## src/rtl/riscv_di_pkg.sv

```systemverilog
// Shared opcodes, dual-issue FSM states and an R-type field view for the i2 issue controller.
package riscv_di_pkg;

  localparam logic [6:0] OP        = 7'b0110011;
  localparam logic [6:0] OP_IMM    = 7'b0010011;
  localparam logic [6:0] BRANCH    = 7'b1100011;
  localparam logic [6:0] JAL       = 7'b1101111;
  localparam logic [6:0] JALR      = 7'b1100111;
  localparam logic [6:0] SYSTEM    = 7'b1110011;
  localparam logic [6:0] FENCE     = 7'b0001111;
  localparam logic [6:0] STORE     = 7'b0100011;
  localparam logic [6:0] MULDIV_F7 = 7'b0000001;

  localparam int COOL_W = 3;

  typedef enum logic [1:0] {
    DI_OFF,
    DI_RUN,
    DI_COOL
  } di_state_e;

  typedef struct packed {
    logic [6:0] funct7;
    logic [4:0] rs2;
    logic [4:0] rs1;
    logic [2:0] funct3;
    logic [4:0] rd;
    logic [6:0] opcode;
  } rtype_t;

endpackage

```

## src/rtl/di_pfb_interface.sv

```systemverilog
// Link between the L0 prefetch buffer and the i2 issue controller: line + primary index in, allocation + next indices out.
interface di_pfb_interface;
  logic [127:0] line_dat;
  logic [2:0]   pi_hw_idx;
  logic         pi_hw_idx_valid;
  logic         i2_instr_allocate_ok;
  logic         i2_instr_allocated;
  logic [2:0]   next_potential_hw_idx;
  logic [2:0]   next_hw_idx;

  modport i2 (
    input  line_dat, pi_hw_idx, pi_hw_idx_valid,
    output i2_instr_allocate_ok, i2_instr_allocated, next_potential_hw_idx, next_hw_idx
  );

  modport pfb (
    output line_dat, pi_hw_idx, pi_hw_idx_valid,
    input  i2_instr_allocate_ok, i2_instr_allocated, next_potential_hw_idx, next_hw_idx
  );
endinterface

```

## src/rtl/riscv_di_pair_check.sv

```systemverilog
// Combinational pairing check: is i2 a plain ALU op that can run beside pi without a register hazard.
// Zero latency, no state, no backpressure.
module riscv_di_pair_check
  import riscv_di_pkg::*;
(
  input  logic [31:0] pi_i,
  input  logic [31:0] i2_i,
  output logic        pair_ok_o
);

  rtype_t     pi;
  rtype_t     i2;
  logic       pi_ctrl;
  logic       pi_wr;
  logic [4:0] pi_rd;
  logic       i2_is_op;
  logic       i2_alu;
  logic       raw;
  logic       waw;
  logic       unused_fields;

  assign pi = pi_i;
  assign i2 = i2_i;

  always_comb begin
    pi_ctrl  = pi.opcode inside {BRANCH, JAL, JALR, SYSTEM, FENCE};
    pi_wr    = !(pi.opcode inside {STORE, BRANCH});
    // an rd of x0 never creates a dependency, so fold "no write" into rd==0
    pi_rd    = pi_wr ? pi.rd : 5'd0;
    i2_is_op = (i2.opcode == OP);
    i2_alu   = (i2_is_op && (i2.funct7 != MULDIV_F7)) || (i2.opcode == OP_IMM);
    raw      = (pi_rd != 5'd0) && ((pi_rd == i2.rs1) || (i2_is_op && (pi_rd == i2.rs2)));
    waw      = (pi_rd != 5'd0) && (i2.rd == pi_rd);
    pair_ok_o = (pi_i[1:0] == 2'b11) && (i2_i[1:0] == 2'b11) && i2_alu && !pi_ctrl && !raw && !waw;
  end

  assign unused_fields = ^{pi.funct7, pi.rs2, pi.rs1, pi.funct3, i2.funct3};

endmodule

```

## src/rtl/riscv_di_i2_issue_ctrl.sv

```systemverilog
// Issue2 controller: co-issues the 32b instr after the primary, returns next hw indices to the L0 PFB.
// Indices/allocation are combinational; i2 instr is registered one cycle, gated by id_ready_i and flush_i.
module riscv_di_i2_issue_ctrl
  import riscv_di_pkg::*;
#(
  parameter int COOLDOWN_CYCLES = 2,
  parameter bit HWLP_EN         = 1'b1
) (
  input  logic        clk,
  input  logic        rst_n,
  di_pfb_interface.i2 pfb,
  input  logic        di_en_i,
  input  logic        id_ready_i,
  input  logic        flush_i,
  input  logic        hwlp_end_hit_i,
  input  logic [2:0]  hwlp_tgt_hw_i,
  output logic [31:0] i2_instr_o,
  output logic        i2_valid_o,
  output logic [31:0] pair_cnt_o
);

  localparam logic [COOL_W-1:0] COOL_LOAD = COOL_W'(COOLDOWN_CYCLES);

  di_state_e         state_q, state_d;
  logic [COOL_W-1:0] cool_cnt_q, cool_cnt_d;
  logic [31:0]       i2_instr_q, i2_instr_d;
  logic              i2_valid_q, i2_valid_d;
  logic [31:0]       pair_cnt_q, pair_cnt_d;

  logic [2:0]  h, h1, h2, h3;
  logic [31:0] pi_word;
  logic [31:0] i2_word;
  logic        pi_comp;
  logic        fits;
  logic        pair_ok;
  logic        hwlp_hit;
  logic        legal;
  logic        allocated;
  logic        fire;
  logic [2:0]  next_pot;

  assign h  = pfb.pi_hw_idx;
  assign h1 = h + 3'd1;
  assign h2 = h + 3'd2;
  assign h3 = h + 3'd3;

  // hw[8] does not exist: a 32b pi at h=7 straddles lines and is never paired
  assign pi_word = {(h == 3'd7) ? 16'h0000 : pfb.line_dat[{h1, 4'b0000} +: 16],
                    pfb.line_dat[{h, 4'b0000} +: 16]};
  assign i2_word = {pfb.line_dat[{h3, 4'b0000} +: 16], pfb.line_dat[{h2, 4'b0000} +: 16]};

  riscv_di_pair_check u_pair_check (
    .pi_i      (pi_word),
    .i2_i      (i2_word),
    .pair_ok_o (pair_ok)
  );

  always_comb begin
    pi_comp   = (pi_word[1:0] != 2'b11);
    fits      = !pi_comp && (h <= 3'd4);
    hwlp_hit  = HWLP_EN && hwlp_end_hit_i;
    legal     = pair_ok && fits && (state_q == DI_RUN) && !hwlp_hit;
    allocated = legal && pfb.pi_hw_idx_valid;
    next_pot  = h + (pi_comp ? 3'd1 : 3'd2) + (allocated ? 3'd2 : 3'd0);
    fire      = allocated && id_ready_i && !flush_i;
  end

  assign pfb.i2_instr_allocate_ok  = legal;
  assign pfb.i2_instr_allocated    = allocated;
  assign pfb.next_potential_hw_idx = next_pot;
  assign pfb.next_hw_idx           = hwlp_hit ? hwlp_tgt_hw_i : next_pot;

  always_comb begin
    state_d    = state_q;
    cool_cnt_d = cool_cnt_q;
    case (state_q)
      DI_OFF: begin
        if (di_en_i) state_d = DI_RUN;
      end
      DI_RUN: begin
        if (!di_en_i) begin
          state_d = DI_OFF;
        end else if (flush_i) begin
          state_d    = DI_COOL;
          cool_cnt_d = COOL_LOAD;
        end
      end
      DI_COOL: begin
        // a fresh redirect restarts the cool-down even if the CSR just dropped
        if (flush_i) begin
          cool_cnt_d = COOL_LOAD;
        end else if (!di_en_i) begin
          state_d    = DI_OFF;
          cool_cnt_d = '0;
        end else if (cool_cnt_q <= COOL_W'(1)) begin
          state_d    = DI_RUN;
          cool_cnt_d = '0;
        end else begin
          cool_cnt_d = cool_cnt_q - COOL_W'(1);
        end
      end
      default: begin
        state_d    = DI_OFF;
        cool_cnt_d = '0;
      end
    endcase

    i2_valid_d = fire;
    i2_instr_d = fire ? i2_word : i2_instr_q;
    pair_cnt_d = (i2_valid_q && (pair_cnt_q != '1)) ? pair_cnt_q + 32'd1 : pair_cnt_q;
  end

  always_ff @(posedge clk or negedge rst_n) begin
    if (!rst_n) begin
      state_q    <= DI_OFF;
      cool_cnt_q <= '0;
      i2_instr_q <= '0;
      i2_valid_q <= 1'b0;
      pair_cnt_q <= '0;
    end else begin
      state_q    <= state_d;
      cool_cnt_q <= cool_cnt_d;
      i2_instr_q <= i2_instr_d;
      i2_valid_q <= i2_valid_d;
      pair_cnt_q <= pair_cnt_d;
    end
  end

  assign i2_instr_o = i2_instr_q;
  assign i2_valid_o = i2_valid_q;
  assign pair_cnt_o = pair_cnt_q;

endmodule

```

## src/flat_wrapper.sv

```systemverilog
// flat-port wrapper written by rule: the top's interface ports become plain ports
module riscv_di_i2_issue_ctrl_flat import riscv_di_pkg::*;
#(
  parameter int COOLDOWN_CYCLES = 2,
  parameter bit HWLP_EN         = 1'b1
)
  (clk, rst_n, di_en_i, id_ready_i, flush_i, hwlp_end_hit_i, hwlp_tgt_hw_i, i2_instr_o, i2_valid_o, pair_cnt_o, pfb_line_dat, pfb_pi_hw_idx, pfb_pi_hw_idx_valid, pfb_i2_instr_allocate_ok, pfb_i2_instr_allocated, pfb_next_potential_hw_idx, pfb_next_hw_idx);
  di_pfb_interface pfb_i ();
  input  logic clk;
  input  logic rst_n;
  input  logic di_en_i;
  input  logic id_ready_i;
  input  logic flush_i;
  input  logic hwlp_end_hit_i;
  input  logic [2:0] hwlp_tgt_hw_i;
  output logic [31:0] i2_instr_o;
  output logic i2_valid_o;
  output logic [31:0] pair_cnt_o;
  input wire logic [$bits(pfb_i.line_dat)-1:0] pfb_line_dat;
  input wire logic [$bits(pfb_i.pi_hw_idx)-1:0] pfb_pi_hw_idx;
  input wire logic [$bits(pfb_i.pi_hw_idx_valid)-1:0] pfb_pi_hw_idx_valid;
  output wire logic [$bits(pfb_i.i2_instr_allocate_ok)-1:0] pfb_i2_instr_allocate_ok;
  output wire logic [$bits(pfb_i.i2_instr_allocated)-1:0] pfb_i2_instr_allocated;
  output wire logic [$bits(pfb_i.next_potential_hw_idx)-1:0] pfb_next_potential_hw_idx;
  output wire logic [$bits(pfb_i.next_hw_idx)-1:0] pfb_next_hw_idx;
  assign pfb_i.line_dat = pfb_line_dat;
  assign pfb_i.pi_hw_idx = pfb_pi_hw_idx;
  assign pfb_i.pi_hw_idx_valid = pfb_pi_hw_idx_valid;
  assign pfb_i2_instr_allocate_ok = pfb_i.i2_instr_allocate_ok;
  assign pfb_i2_instr_allocated = pfb_i.i2_instr_allocated;
  assign pfb_next_potential_hw_idx = pfb_i.next_potential_hw_idx;
  assign pfb_next_hw_idx = pfb_i.next_hw_idx;
  riscv_di_i2_issue_ctrl #(.COOLDOWN_CYCLES(COOLDOWN_CYCLES), .HWLP_EN(HWLP_EN)) u_core (.clk(clk), .rst_n(rst_n), .pfb(pfb_i), .di_en_i(di_en_i), .id_ready_i(id_ready_i), .flush_i(flush_i), .hwlp_end_hit_i(hwlp_end_hit_i), .hwlp_tgt_hw_i(hwlp_tgt_hw_i), .i2_instr_o(i2_instr_o), .i2_valid_o(i2_valid_o), .pair_cnt_o(pair_cnt_o));
endmodule
```

## config.mk

```make
export PLATFORM = sky130hd
export DESIGN_NAME = riscv_di_i2_issue_ctrl_flat
export DESIGN_NICKNAME = d
export VERILOG_FILES = /design/src/rtl/riscv_di_pkg.sv /design/src/rtl/di_pfb_interface.sv /design/src/rtl/riscv_di_pair_check.sv /design/src/rtl/riscv_di_i2_issue_ctrl.sv /design/src/flat_wrapper.sv
export SDC_FILE = /design/constraint.sdc
export NUM_CORES = 1
export LEC_CHECK = 0
export BUFFER_PORTS_ARGS = -buffer_cell sky130_fd_sc_hd__buf_4
export CORE_ASPECT_RATIO = 1.25
export CORE_MARGIN = 3
export CORE_UTILIZATION = 55
export CTS_BUF_LIST = sky130_fd_sc_hd__clkbuf_4
export DETAILED_ROUTE_END_ITERATION = 6
export PLACE_DENSITY = 0.95
export REMOVE_ABC_BUFFERS = 1
export SYNTH_ARGS = -nofsm -noshare
export SYNTH_HDL_FRONTEND = slang
export SYNTH_SLANG_ARGS = --single-unit
```

## constraint.sdc

```tcl
create_clock -name clk -period 8.4 [get_ports clk]
set_input_delay 0.42 -clock clk [delete_from_list [all_inputs] [get_ports clk]]
set_output_delay 0.42 -clock clk [all_outputs]
set_load 0.03 [all_outputs]
```

[Yosys cells after proc, flatten, opt, wreduce, memory -nomap -nowiden]
Cells that the tools add are included.
Storage, ports and cells
  input port bits: 141
  word-level logic and storage cells: 89
  output and inout bits: 73
  register bits: 70
Operators by class
  reductions and logical operators: 31
  magnitude comparators: 2
  mux-type cells: 17
  add/sub/neg operators: 6
  equality and inequality tests: 24
  bitwise gates (word level): 1
  shifts and indexed selects: 3
Operator list (number)
  128-bit by 8-bit variable part select with 16-bit output: 2
  128-bit by 8-bit variable part select with 12-bit output: 1
  32-bit by 1-bit adder with 32-bit output, second input constant: 1
  32-bit != test, second input constant: 1
  7-bit equality test, second input constant: 4
  3-bit two-way mux: 6
  1-bit logical AND: 17
  2-bit two-way mux: 8
  5-bit equality test: 3
  7-bit by 6-bit equality test with 1-bit output, second input constant: 2
  2-bit != test, second input constant: 5
  5-bit nonzero test: 2
  3-bit case mux with 3 select lines: 1
  7-bit by 4-bit equality test with 1-bit output, second input constant: 1
  7-bit by 5-bit equality test with 1-bit output, second input constant: 1
  7-bit by 1-bit != test with 1-bit output, second input constant: 1
  3-bit by 2-bit adder with 3-bit output, second input constant: 2
  3-bit adder: 2
  2-bit equality test, second input constant: 3
  1-bit zero test: 6
  2-bit case mux with 3 select lines: 1
  5-bit two-way mux: 1
  4-bit AND reduction: 1
  3-bit by 1-bit <= comparator with 1-bit output, second input constant: 1
  10 further kinds: 11

[Logic depth before layout (Yosys ltp)]
  word-level depth: 18
  mapped depth: 22
  depth with buffers taken out: 17

[Hierarchy]
From an unflattened synthesis, not the netlist that was laid out.
Second synthesis, totals
  cells, all modules: 587
  area total of the unflattened synthesis: 7285.7 µm²
By module, submodules not included
  riscv_di_i2_issue_ctrl: sequential area each 1751.7 µm², times used 1, cells an instance 521, area each 6811.5 µm²
  riscv_di_pair_check: sequential area each 0.0 µm², times used 1, cells an instance 66, area each 474.2 µm²

[Worst setup path after synthesis]
No wires, ideal clock.
  path kind: input-to-output
  from: input port pfb_pi_hw_idx[0]
  to: output port pfb_next_hw_idx[2]
  data arrival time: 5.765 ns
  buffers on the path: 5
  data required time: 7.980 ns
  stages on the path: 22
  setup slack: 2.215 ns
  cell sequence: buf_6 buf_6 inv_2 buf_2 ha_1 inv_1 ha_1 clkbuf_1 buf_2 mux4_2 mux2i_1 xor2_1 nor2_1 nand4_1 a21oi_1 or4b_2 fa_1 inv_1 ha_1 xor2_1 xnor2_1 mux2_2
Between the ends
  word-level cells in the longest chain between the ends: 18
  elaborated cells on any way between the ends: 50
  those cells by class: add/sub: 4; order compare: 1; eq/ne: 15; shift: 3; mux: 4; reduce/logical: 23
RTL lines
  start: declaration: line flat_wrapper.sv:20  | input wire logic [$bits(pfb_i.pi_hw_idx)-1:0] pfb_pi_hw_idx;
  128-bit by 8-bit variable part select with 12-bit output: line riscv_di_i2_issue_ctrl.sv:49  | pfb.line_dat[{h, 4'b0000} +: 16]};
  7-bit by 6-bit equality test with 1-bit output / 7-bit equality test (equally long branches): line riscv_di_pair_check.sv:27, riscv_di_pair_check.sv:26
  2-bit nonzero test: line riscv_di_pair_check.sv:27  | pi_wr = !(pi.opcode inside {STORE, BRANCH});
  5-bit two-way mux: line riscv_di_pair_check.sv:29  | pi_rd = pi_wr ? pi.rd : 5'd0;
  5-bit equality test: line riscv_di_pair_check.sv:32  | raw = (pi_rd != 5'd0) && ((pi_rd == i2.rs1) || (i2_is_op && (pi_rd == i2.rs2)));
  1-bit logical AND: line riscv_di_pair_check.sv:32
  1-bit logical OR: line riscv_di_pair_check.sv:32
  1-bit logical AND: line riscv_di_pair_check.sv:32
  1-bit zero test: line riscv_di_pair_check.sv:34  | pair_ok_o = (pi_i[1:0] == 2'b11) && (i2_i[1:0] == 2'b11) && i2_alu && !pi_ctrl && !raw && !waw;
  1-bit logical AND (2 in series): line riscv_di_pair_check.sv:34
  1-bit logical AND (3 in series): line riscv_di_i2_issue_ctrl.sv:62  | legal = pair_ok && fits && (state_q == DI_RUN) && !hwlp_hit;
  1-bit logical AND: line riscv_di_i2_issue_ctrl.sv:63  | allocated = legal && pfb.pi_hw_idx_valid;
  2-bit two-way mux: line riscv_di_i2_issue_ctrl.sv:64  | next_pot = h + (pi_comp ? 3'd1 : 3'd2) + (allocated ? 3'd2 : 3'd0);
  3-bit adder (*): line riscv_di_i2_issue_ctrl.sv:64
  net pfb_next_potential_hw_idx[2]: line flat_wrapper.sv:24  | output wire logic [$bits(pfb_i.next_potential_hw_idx)-1:0] pfb_next_potential_hw_idx;
  3-bit two-way mux (*): line riscv_di_i2_issue_ctrl.sv:71  | assign pfb.next_hw_idx = hwlp_hit ? hwlp_tgt_hw_i : next_pot;
  end: declaration: line flat_wrapper.sv:25  | output wire logic [$bits(pfb_i.next_hw_idx)-1:0] pfb_next_hw_idx;
The timed path passes the listed nets; every way through them passes the cells marked *.

[Worst setup path in the final report]
  from: input port pfb_pi_hw_idx[0]
  to: output port pfb_next_hw_idx[2]
Between the ends
  word-level cells in the longest chain between the ends: 18
  elaborated cells on any way between the ends: 50
  those cells by class: add/sub: 4; order compare: 1; eq/ne: 15; shift: 3; mux: 4; reduce/logical: 23
RTL lines (line)
  128-bit by 8-bit variable part select with 12-bit output: riscv_di_i2_issue_ctrl.sv:49
  7-bit by 6-bit equality test with 1-bit output / 7-bit equality test (equally long branches): riscv_di_pair_check.sv:27, riscv_di_pair_check.sv:26
  2-bit nonzero test: riscv_di_pair_check.sv:27
  5-bit two-way mux: riscv_di_pair_check.sv:29
  5-bit equality test: riscv_di_pair_check.sv:32
  1-bit logical AND: riscv_di_pair_check.sv:32
  1-bit logical OR: riscv_di_pair_check.sv:32
  1-bit logical AND: riscv_di_pair_check.sv:32
  1-bit zero test: riscv_di_pair_check.sv:34
  1-bit logical AND (2 in series): riscv_di_pair_check.sv:34
  1-bit logical AND (3 in series): riscv_di_i2_issue_ctrl.sv:62
  1-bit logical AND: riscv_di_i2_issue_ctrl.sv:63
  2-bit two-way mux: riscv_di_i2_issue_ctrl.sv:64
  3-bit adder (*): riscv_di_i2_issue_ctrl.sv:64
  3-bit two-way mux (*): riscv_di_i2_issue_ctrl.sv:71
Mark *: on every way between the ends. The rest lies on a longest branch, timed or not.

==> metrics.cfg <==
[status]
outcome=finished with violations
violations=design-rule violations

[power]
p_per_area_nw_per_um2=118.8
leakage_nw=3.457
peakVddDrop_mv=0.09076

[synthesis]
synth.avg_cell_area_um2=10.99
muxShareOfSynthArea_pct=30.55
synthCells=602
ys_seq_area_share_pct=26.49
netlist.area_leader.share_pct=26.49
synthAdderAreaFrac_pct=2.384
synth_xor_area_share_pct=6.092
synthFlopType=dfrtp_1
yosys.area.top_type=dfrtp_1
yosys.area_share.simple_pct=16.72
synth_area_leaders=dfrtp_1 26%, mux4_2 22%, mux2i_1 5.8%, xnor2_1 3.8%, o21ai_0 3.0%
synth_top_family_by_area=multiplexers
async_flop_share_pct=100.0
syn_area_um2=6614
yosys_warnings=0
ys_ff_latch=70
synth_edf_count=0
synth_compound_area_share_pct=12.32
ys_types=63

[place]
dpl.hpwl_um=16110
place.gp.congestion=0.9474
io_buffers=213
dp_cells=935
placed_cell_area_um2=8137

[global_routing]
grt_use_total_pct=29.68
grt_pass1_wl_um=32100
overflow=0
antenna_found_initial=0
grt_max_degree=72
grt_pass1_vias=6343

[routing]
vias=6250
firstDrtPassIters=7
drcViolationCount=2
wl_per_cell_um=21.27
viasPerCell=6.572
dr.max_layer_used=met4
ant_nets=0
wl_met2_um=10360
met3_length_um=1836
drt_iter0_drc=572
wl_met1_um=7038
totalWireLength_um=20230

[clock_network]
cts_buffers=9
htree_levels=3
clock_path_buffers=2
cts_tree=built
post_cts_buffers=0
cts_resized=0
clkTransAtPathRegs_ps=120
clock-sinks=70
cts_root_buffer=clkbuf_4
clkLatencyLatePin_ps=420
cts-hold-fix-buffers=0

[setup_path]
crit_arrival_ps=6700
crit_fanout=71
worstSetupPathType=primary input to primary output
start_kind=primary input
critPathCaptureType=primary output
crit_required_ps=7980

[layout]
area_growth_syn_to_layout_pct=25.39
final_area_um2=8293
n_fill_cell=852
stdcell_count=951
drive_gt1_share_pct=41.39
n_antenna_cell=0
fin_nets=938

[sta]
finalCritPeriodShare_pct=84.80
max_freq_mhz=140.4
tns_ps=0
rsz0062_at_grt=false
finalHoldViolCount=0
worst_slew_pin_slew_ps=1137
hold_slack_ps=94.46
drv_slew=0
finClkSkew_ps=20.28
setup_viol=0
slew_headroom_pct=24.19
fin_crit_ps=7123

[die]
fp.dieH_um=128.6
die_area_um2=13390
die_w_um=104.1
initial_utilization_pct=56.67
fp-row-count=44
core_area_um2=11670
ioPinCount=214

[min_path]
hp-class=primary input to asynchronous set/reset pin

[run]
drv_cap=0

[cell usage after synthesis, types with 13 or more instances]
cell type / number
nor4b_1: 13
mux2i_1: 38
dfrtp_1: 70
xnor2_1: 29
nand2_1: 32
mux4_2: 66
inv_1: 13
o21ai_0: 39
xor2_1: 17
o211ai_1: 21
nand3_1: 25
buf_2: 15
or3_1: 17
nor2_1: 23
buf_6: 13
[registers in the layout (all words and copies together) (netlist names)]
name               flops
u_core.i2_instr_o     32
u_core.pair_cnt_o     32
u_core.cool_cnt_q      3
u_core.state_q         2
u_core.i2_valid_o      1
[worst max-delay path, cell delays in order]
cell      delay (ps)
buf_4            740
inv_2            400
ha_1             320
inv_1             50
ha_1             880
mux4_2           420
mux2i_1          460
xor2_1           210
nor3_1            60
o22ai_1          300
a211oi_1         190
or4b_2           680
fa_1             550
inv_1             40
ha_1             190
xor2_1           150
xnor2_1          130
mux2_2           280
buf_4            170
[cell type report]
class | count | area (um2) | share of cell area [%]
clock buffers | 9 | 67.56 | 0.8147
clock inverters | 7 | 88.84 | 1.071
inverters | 14 | 52.55 | 0.6337
multi-input cells | 473 | 4502 | 54.28
flip-flops and latches | 70 | 1752 | 21.12
well taps | 161 | 201.4 | 2.429
repair buffers | 217 | 1629 | 19.64
[layer usage]
| layer | vias up | global-route usage, % |
|---|---|---|
| met4 | 0 | 15.10 |
| met5 | - | 0 |
| met1 | 3031 | 33.66 |
| li1 | 2723 | - |
| met2 | 424 | 53.54 |
| met3 | 72 | 5.871 |
[logic make-up after synthesis]
| group | after synthesis |
|---|---|
| buffers and inverters | 59 |
| XOR/XNOR | 46 |
| AO/OA/AOI/OAI | 112 |
| multiplexers | 117 |
| AND/OR/NAND/NOR | 186 |
| flip-flops | 70 |
| adder cells (fa/ha/maj) | 12 |
[final timing paths]
path | startpoint | endpoint | slack, ps | cells past startpoint
max in group asynchronous | rst_n | u_core.state_q[0]$_DFFE_PN0P_ | 7750 | 1
min in group clk | di_en_i | u_core.state_q[1]$_DFFE_PN0P_ | 290 | 3
worst min register to register | u_core.i2_instr_o[4]$_DFFE_PN0P_ | u_core.i2_instr_o[4]$_DFFE_PN0P_ | 490 | 1
worst max-delay path | pfb_pi_hw_idx[0] | pfb_next_hw_idx[2] | 1280 | 19
worst max register to register | u_core.state_q[1]$_DFFE_PN0P_ | u_core.i2_instr_o[7]$_DFFE_PN0P_ | 5560 | 7
worst min-delay path | rst_n | u_core.pair_cnt_o[17]$_DFFE_PN0P_ | 90 | 1
[cell usage in the layout, fill, tap and decap left out, types with 10 or more instances in the layout]
cell type  synthesis  final
xnor2_1           29     29
nand3_1           25     25
ha_1              11     11
mux4_2            66     66
o211ai_1          21     21
buf_4              6    217
inv_1             13     13
nand4_1           10     10
dfrtp_1           70     70
or3_1             17     17
mux2_2            10     10
nor2_1            23     23
o21ai_0           39     39
a211o_1           10     10
nand2_1           32     32
nor4b_1           13     13
mux2i_1           38     38
xor2_1            17     17
o21a_1            10     10
[power by group]
group	internal, mW	switching, mW
Sequential	0.344	0.00573
Combinational	0.189	0.208
Clock	0.119	0.120
Total	0.651	0.334
[metrics by stage]
step	power [mW]	utilization [%]	setup WS, ps
2_1_floorplan	0.5959	-	2316
3_3_place_gp	0.7292	69.71	1474
3_5_place_dp	0.7477	69.71	1334
4_1_cts	0.9831	71.05	1318
5_1_grt	1.036	71.05	830.1
6_report	0.9848	71.05	1277
Power figures use the tool's default switching activity.
